**src/rtl/rf_pkg.sv**
```systemverilog
// Shared constants and source encoding for the register-file writeback path.
package rf_pkg;

  localparam int DATA_W   = 32;
  localparam int ADDR_W   = 5;
  localparam int NUM_REGS = 32;

  typedef enum logic {
    SRC_ALU = 1'b0,
    SRC_MEM = 1'b1
  } src_e;

endpackage

```
**src/rtl/rf_scoreboard.sv**
```systemverilog
// Pending-write scoreboard: one bit per register, set at issue, cleared at writeback commit.
module rf_scoreboard #(
  parameter int ADDR_W   = rf_pkg::ADDR_W,
  parameter int NUM_REGS = rf_pkg::NUM_REGS
) (
  input  logic                clk,
  input  logic                reset,
  input  logic                sb_set,
  input  logic [ADDR_W-1:0]   sb_set_addr,
  input  logic                wr_en,
  input  logic [ADDR_W-1:0]   wr_addr,
  input  logic [ADDR_W-1:0]   rd_addr1,
  input  logic [ADDR_W-1:0]   rd_addr2,
  output logic                hazard1,
  output logic                hazard2,
  output logic [NUM_REGS-1:0] pending,
  output logic                sb_err
);

  logic [NUM_REGS-1:0] pending_q;
  logic [NUM_REGS-1:0] pending_nxt;
  logic                err_q;
  logic                same_cycle_clear;
  logic                dup_set;

  // Set is applied after clear so a newly issued writer survives the old writer's commit.
  always_comb begin
    pending_nxt = pending_q;
    if (wr_en) pending_nxt[wr_addr] = 1'b0;
    if (sb_set) pending_nxt[sb_set_addr] = 1'b1;
  end

  assign same_cycle_clear = wr_en && (wr_addr == sb_set_addr);
  assign dup_set          = sb_set && pending_q[sb_set_addr] && !same_cycle_clear;

  always_ff @(posedge clk or negedge reset) begin
    if (!reset) begin
      pending_q <= '0;
      err_q     <= 1'b0;
    end else begin
      pending_q <= pending_nxt;
      if (dup_set) err_q <= 1'b1;
    end
  end

  // No bypass: a write in flight still reads as pending until its commit edge.
  assign hazard1 = pending_q[rd_addr1];
  assign hazard2 = pending_q[rd_addr2];
  assign pending = pending_q;
  assign sb_err  = err_q;

endmodule

```
**src/rtl/rf_wb_arbiter.sv**
```systemverilog
// Round-robin arbiter sharing the register file write port between ALU and load writeback.
module rf_wb_arbiter #(
  parameter int DATA_W   = rf_pkg::DATA_W,
  parameter int ADDR_W   = rf_pkg::ADDR_W,
  parameter int NUM_REGS = rf_pkg::NUM_REGS
) (
  input  logic                clk,
  input  logic                reset,
  input  logic                alu_req,
  input  logic [ADDR_W-1:0]   alu_addr,
  input  logic [DATA_W-1:0]   alu_data,
  output logic                alu_gnt,
  input  logic                mem_req,
  input  logic [ADDR_W-1:0]   mem_addr,
  input  logic [DATA_W-1:0]   mem_data,
  output logic                mem_gnt,
  output logic                rf_we,
  output logic [ADDR_W-1:0]   rf_waddr,
  output logic [DATA_W-1:0]   rf_wdata,
  input  logic                sb_set,
  input  logic [ADDR_W-1:0]   sb_set_addr,
  input  logic [ADDR_W-1:0]   rd_addr1,
  input  logic [ADDR_W-1:0]   rd_addr2,
  output logic                hazard1,
  output logic                hazard2,
  output logic [NUM_REGS-1:0] pending,
  output logic                sb_err
);

  import rf_pkg::*;

  src_e              rr_ptr;
  logic              contested;
  logic              gnt_any_p0;
  logic [ADDR_W-1:0] waddr_p0;
  logic [DATA_W-1:0] wdata_p0;

  logic              vld_p1;
  logic [ADDR_W-1:0] waddr_p1;
  logic [DATA_W-1:0] wdata_p1;

  assign contested = alu_req && mem_req;

  always_comb begin
    alu_gnt = 1'b0;
    mem_gnt = 1'b0;
    if (contested) begin
      if (rr_ptr == SRC_ALU) alu_gnt = 1'b1;
      else                   mem_gnt = 1'b1;
    end else begin
      alu_gnt = alu_req;
      mem_gnt = mem_req;
    end
  end

  assign gnt_any_p0 = alu_gnt || mem_gnt;
  assign waddr_p0   = mem_gnt ? mem_addr : alu_addr;
  assign wdata_p0   = mem_gnt ? mem_data : alu_data;

  // Pointer only advances when both sources competed, handing priority to the loser.
  always_ff @(posedge clk or negedge reset) begin
    if (!reset) begin
      rr_ptr <= SRC_MEM;
    end else if (contested) begin
      rr_ptr <= (rr_ptr == SRC_ALU) ? SRC_MEM : SRC_ALU;
    end
  end

  // Stage p0 -> p1: grant registered into the write port; addr/data hold when idle.
  always_ff @(posedge clk or negedge reset) begin
    if (!reset) begin
      vld_p1   <= 1'b0;
      waddr_p1 <= '0;
      wdata_p1 <= '0;
    end else begin
      vld_p1 <= gnt_any_p0;
      if (gnt_any_p0) begin
        waddr_p1 <= waddr_p0;
        wdata_p1 <= wdata_p0;
      end
    end
  end

  assign rf_we    = vld_p1;
  assign rf_waddr = waddr_p1;
  assign rf_wdata = wdata_p1;

  rf_scoreboard #(
    .ADDR_W   (ADDR_W),
    .NUM_REGS (NUM_REGS)
  ) u_scoreboard (
    .clk         (clk),
    .reset       (reset),
    .sb_set      (sb_set),
    .sb_set_addr (sb_set_addr),
    .wr_en       (vld_p1),
    .wr_addr     (waddr_p1),
    .rd_addr1    (rd_addr1),
    .rd_addr2    (rd_addr2),
    .hazard1     (hazard1),
    .hazard2     (hazard2),
    .pending     (pending),
    .sb_err      (sb_err)
  );

endmodule

```
**config.mk**
```make
export PLATFORM = sky130hd
export DESIGN_NAME = rf_wb_arbiter
export DESIGN_NICKNAME = d
export VERILOG_FILES = /design/src/rtl/rf_pkg.sv /design/src/rtl/rf_scoreboard.sv /design/src/rtl/rf_wb_arbiter.sv
export SDC_FILE = /design/constraint.sdc
export NUM_CORES = 1
export LEC_CHECK = 0
export ABC_AREA = 0
export CAP_MARGIN = 20
export CORE_MARGIN = 2
export CORE_UTILIZATION = 41
export CTS_BUF_LIST = sky130_fd_sc_hd__clkbuf_2 sky130_fd_sc_hd__clkbuf_4 sky130_fd_sc_hd__clkbuf_8
export CTS_CLUSTER_SIZE = 24
export DETAILED_ROUTE_END_ITERATION = 8
export GPL_ROUTABILITY_DRIVEN = 0
export PLACE_DENSITY = 0.77
export SYNTH_ARGS = -nofsm -noshare
export SYNTH_HDL_FRONTEND = slang
export SYNTH_HIERARCHICAL = 1
export SYNTH_SLANG_ARGS = --single-unit
```
**constraint.sdc**
```tcl
create_clock -name clk -period 1.9 [get_ports clk]
set_input_delay 0.19 -clock clk [delete_from_list [all_inputs] [get_ports clk]]
set_output_delay 0.19 -clock clk [all_outputs]
set_load 0.02 [all_outputs]
```
==> results.md <==
- Syn_area_per_cell: between 10 and 15 um^2
- Sequential fraction of the synthesis area: between 40% and 50%
- Drt total wl: around 14000 um
- Ports: 169
- Commonest cells after routing, fill and taps aside: clkdlybuf4s50_1, dfrtp_1, o21ai_0
- CTS tree: done
- FF+latch count, synth: between 70 and 80
- Vias: ~4300
- Reg-to-Reg Start: u_scoreboard/pending[2]
- Die span in y: 105 um
- Clk buf depth: 2
- CTS buffer count: 9
- Total grt overflow: 0
- Area growth syn-to-layout: 56.3%
- Failing checks: negative setup slack
- Clock Latency Late Sink: 370 ps
- ANT nets after route: 0
- Max IR drop VDD: 596 uV
- PortBufs: between 150 and 200
- RSZ-0062 raised after global routing: true
- Power per cell area: about 1300 nW/um^2
- DRT iter0 DRCs: 280
- CTS root buffer: clkbuf_8
- Crit path kind: reg2out
- Clk pin slew, worst setup/hold paths: 70 ps
- Fmax: roughly 0.42 GHz
- Slew @ Worst Pin: 727 ps
- First-pass GRT wire length: 23100 um
- Antenna violations before repair: 0
- Max-cap viol count: 0
- Worst Path Max Fanout: 3
- Pin count of the biggest net entering global routing: between 50 and 60
- Vias in the first global route: 4516
- Hold slack: roughly 100 ps
- Clock Sinks: 72
- # setup viols final: 2
- Placed Cells: between 700 and 800
- Initial core utilization: 42.5%
- Hold worst-path end: rr_ptr
- Worst Setup Slack, final: -463 ps
- Syn Nets: between 500 and 600
- Yosys Warn Count: 6
- CP Launch Type: flop
- Setup slack, reg-to-reg: around 70 ps
- Minimum clock period: approximately 2400 ps
- Placeable Area: just under 10000 um^2
- Hold Crit Depth: 3
- Mapped Cells: just over 400
- Status: finished, violations left
- Required time of the worst setup path: 1710 ps
- Clk_skew: roughly 11 ps
- Worst setup startpoint: u_scoreboard/pending[23]
- Overall global routing resource usage: a little over a quarter
- Crit path capture type: output port
- Most common library cell in the layout ignoring fill and taps: clkdlybuf4s50_1
- Area of the die: 11000 um^2
- Worst hold path class: in2reg
- Ant diodes: 0
- Reg2reg path depth: 6
- HPWL Detailed: ~11000 um
- Layout Cells excl Fill: 758
- Worst path arrival time: between 2000 and 2500 ps
- Lkg Pwr: ~2.6 nW
- Final Max Tran Viols: 0
- Pre-antenna DRT Iters: 5
- Wirelength per Cell: 18.9 um
- H-Tree Depth: 3
- Crit share post-route: 124%
- Layout Nets: 714
- Post-Syn Area: between 4000 and 5000 um^2
- RR Endpoint: u_scoreboard/sb_err
- Fraction of layout cells with a size suffix above 1: 17.9%
- Final Hold Viols: 0
- Drt drc: 0
- Fin util: around 66%
- DR vias/cell: 5.73
- Yosys cell types: 35
- Chip Width: approximately 110 um
- Max transition margin: slightly above 50%
- Power Total: about 0.0084 W
- Row cnt: 36
- Hold Path Origin: mem_req
[synth_stat cells, drive strengths merged]
cell type	n	area, um^2
or2	1	6.26
xor2	4	35.0
clkbuf	16	62.6
or3b	4	35.0
inv	2	7.50
nor2	44	165
nand3b	9	67.6
dfstp	1	26.3
a211oi	37	278
buf	19	113
nor4	1	6.26
nor3	1	5.00
a41oi	1	8.76
dfrtp	71	1780
a21oi	2	10.0
mux4	22	495
a21bo	1	10.0
nand3	5	25.0
a21boi	1	7.51
nor2b	38	238
o31ai	1	7.51
o21ai	65	325
nand2b	2	12.5
mux2	2	22.5
or3	4	25.0
xnor2	2	17.5
mux2i	12	120
o22ai	40	250
a31oi	1	6.26
nand2	6	25.0
[worst max-delay path, stage by stage, from the launching register on]
cell and delay, ps:
dfrtp_1 420, mux4_2 490, mux4_2 490, mux2_4 290, buf_6 130
[final cells by class]
| type | instances | area (um^2) |
|---|---|---|
| Clock buffer | 13 | 166 |
| Timing Repair Buffer | 229 | 2170 |
| Sequential cell | 72 | 1800 |
| Clock inverter | 3 | 17.5 |
| Tap cell | 133 | 166 |
| Fill cell | 773 | 3320 |
| Multi-Input combinational cell | 306 | 2210 |
| Inverter | 2 | 7.51 |
[stage by stage]
step / TNS [ps] / cell area (um^2) / setup WS, ps
global route: -965 / 6550 / -489
detailed placement: -2140 / 6340 / -923
global placement: -2030 / 6340 / -894
CTS: -900 / 6550 / -455
floorplan: 0 / 4190 / 1.53
finish: -887 / 6550 / -463
[metal layers]
| metal | wire length, um | GRT usage (%) | up-vias |
|---|---|---|---|
| met5 | 0 | 0 | - |
| met4 | 557 | 13.8 | 0 |
| met3 | 1530 | 9.42 | 41 |
| met2 | 6890 | 43.1 | 266 |
| met1 | 5360 | 31.7 | 2049 |
| li1 | - | - | 1985 |
[sequential cells by signal, summed over array words and instances (netlist names)]
signal                flops
u_scoreboard/pending     32
rf_waddr                  5
rf_we                     1
rr_ptr                    1
u_scoreboard/sb_err       1
rf_wdata                 32
[worst max path at each step]
stage | slack [ps] | end | cells after the start
2_1_floorplan | 2 | hazard1 | 3
3_3_place_gp | -890 | hazard1 | 6
3_5_place_dp | -920 | hazard1 | 6
4_1_cts | -460 | hazard2 | 4
5_1_grt | -490 | hazard2 | 4
6_report | -460 | hazard2 | 4
[cell families (layout without fill, tap and decap cells)]
| logic type | count (synthesis) | after routing | share of synthesized area (%) |
|---|---|---|---|
| multiplexers | 36 | 36 | 15.2 |
| flip-flops | 72 | 72 | 43.0 |
| buffers and inverters | 37 | 247 | 4.36 |
| AND/OR/NAND/NOR | 115 | 115 | 14.6 |
| AO/OA/AOI/OAI | 149 | 149 | 21.6 |
| XOR/XNOR | 6 | 6 | 1.25 |
[timing repair]
item                                    4_1_cts  5_1_grt
endpoints found under the setup margin        3        3
resized for setup                            17        1
endpoints found under the hold margin        36        0
hold buffers                                  1        0
setup buffers                                 1        0
[report_power, final]
group          switching [W]  internal, W
logic                0.00219      0.00245
registers           0.000493      0.00208
clock network       0.000590     0.000571
total                0.00327      0.00511
Note: power is estimated with default switching activity, not from simulation.
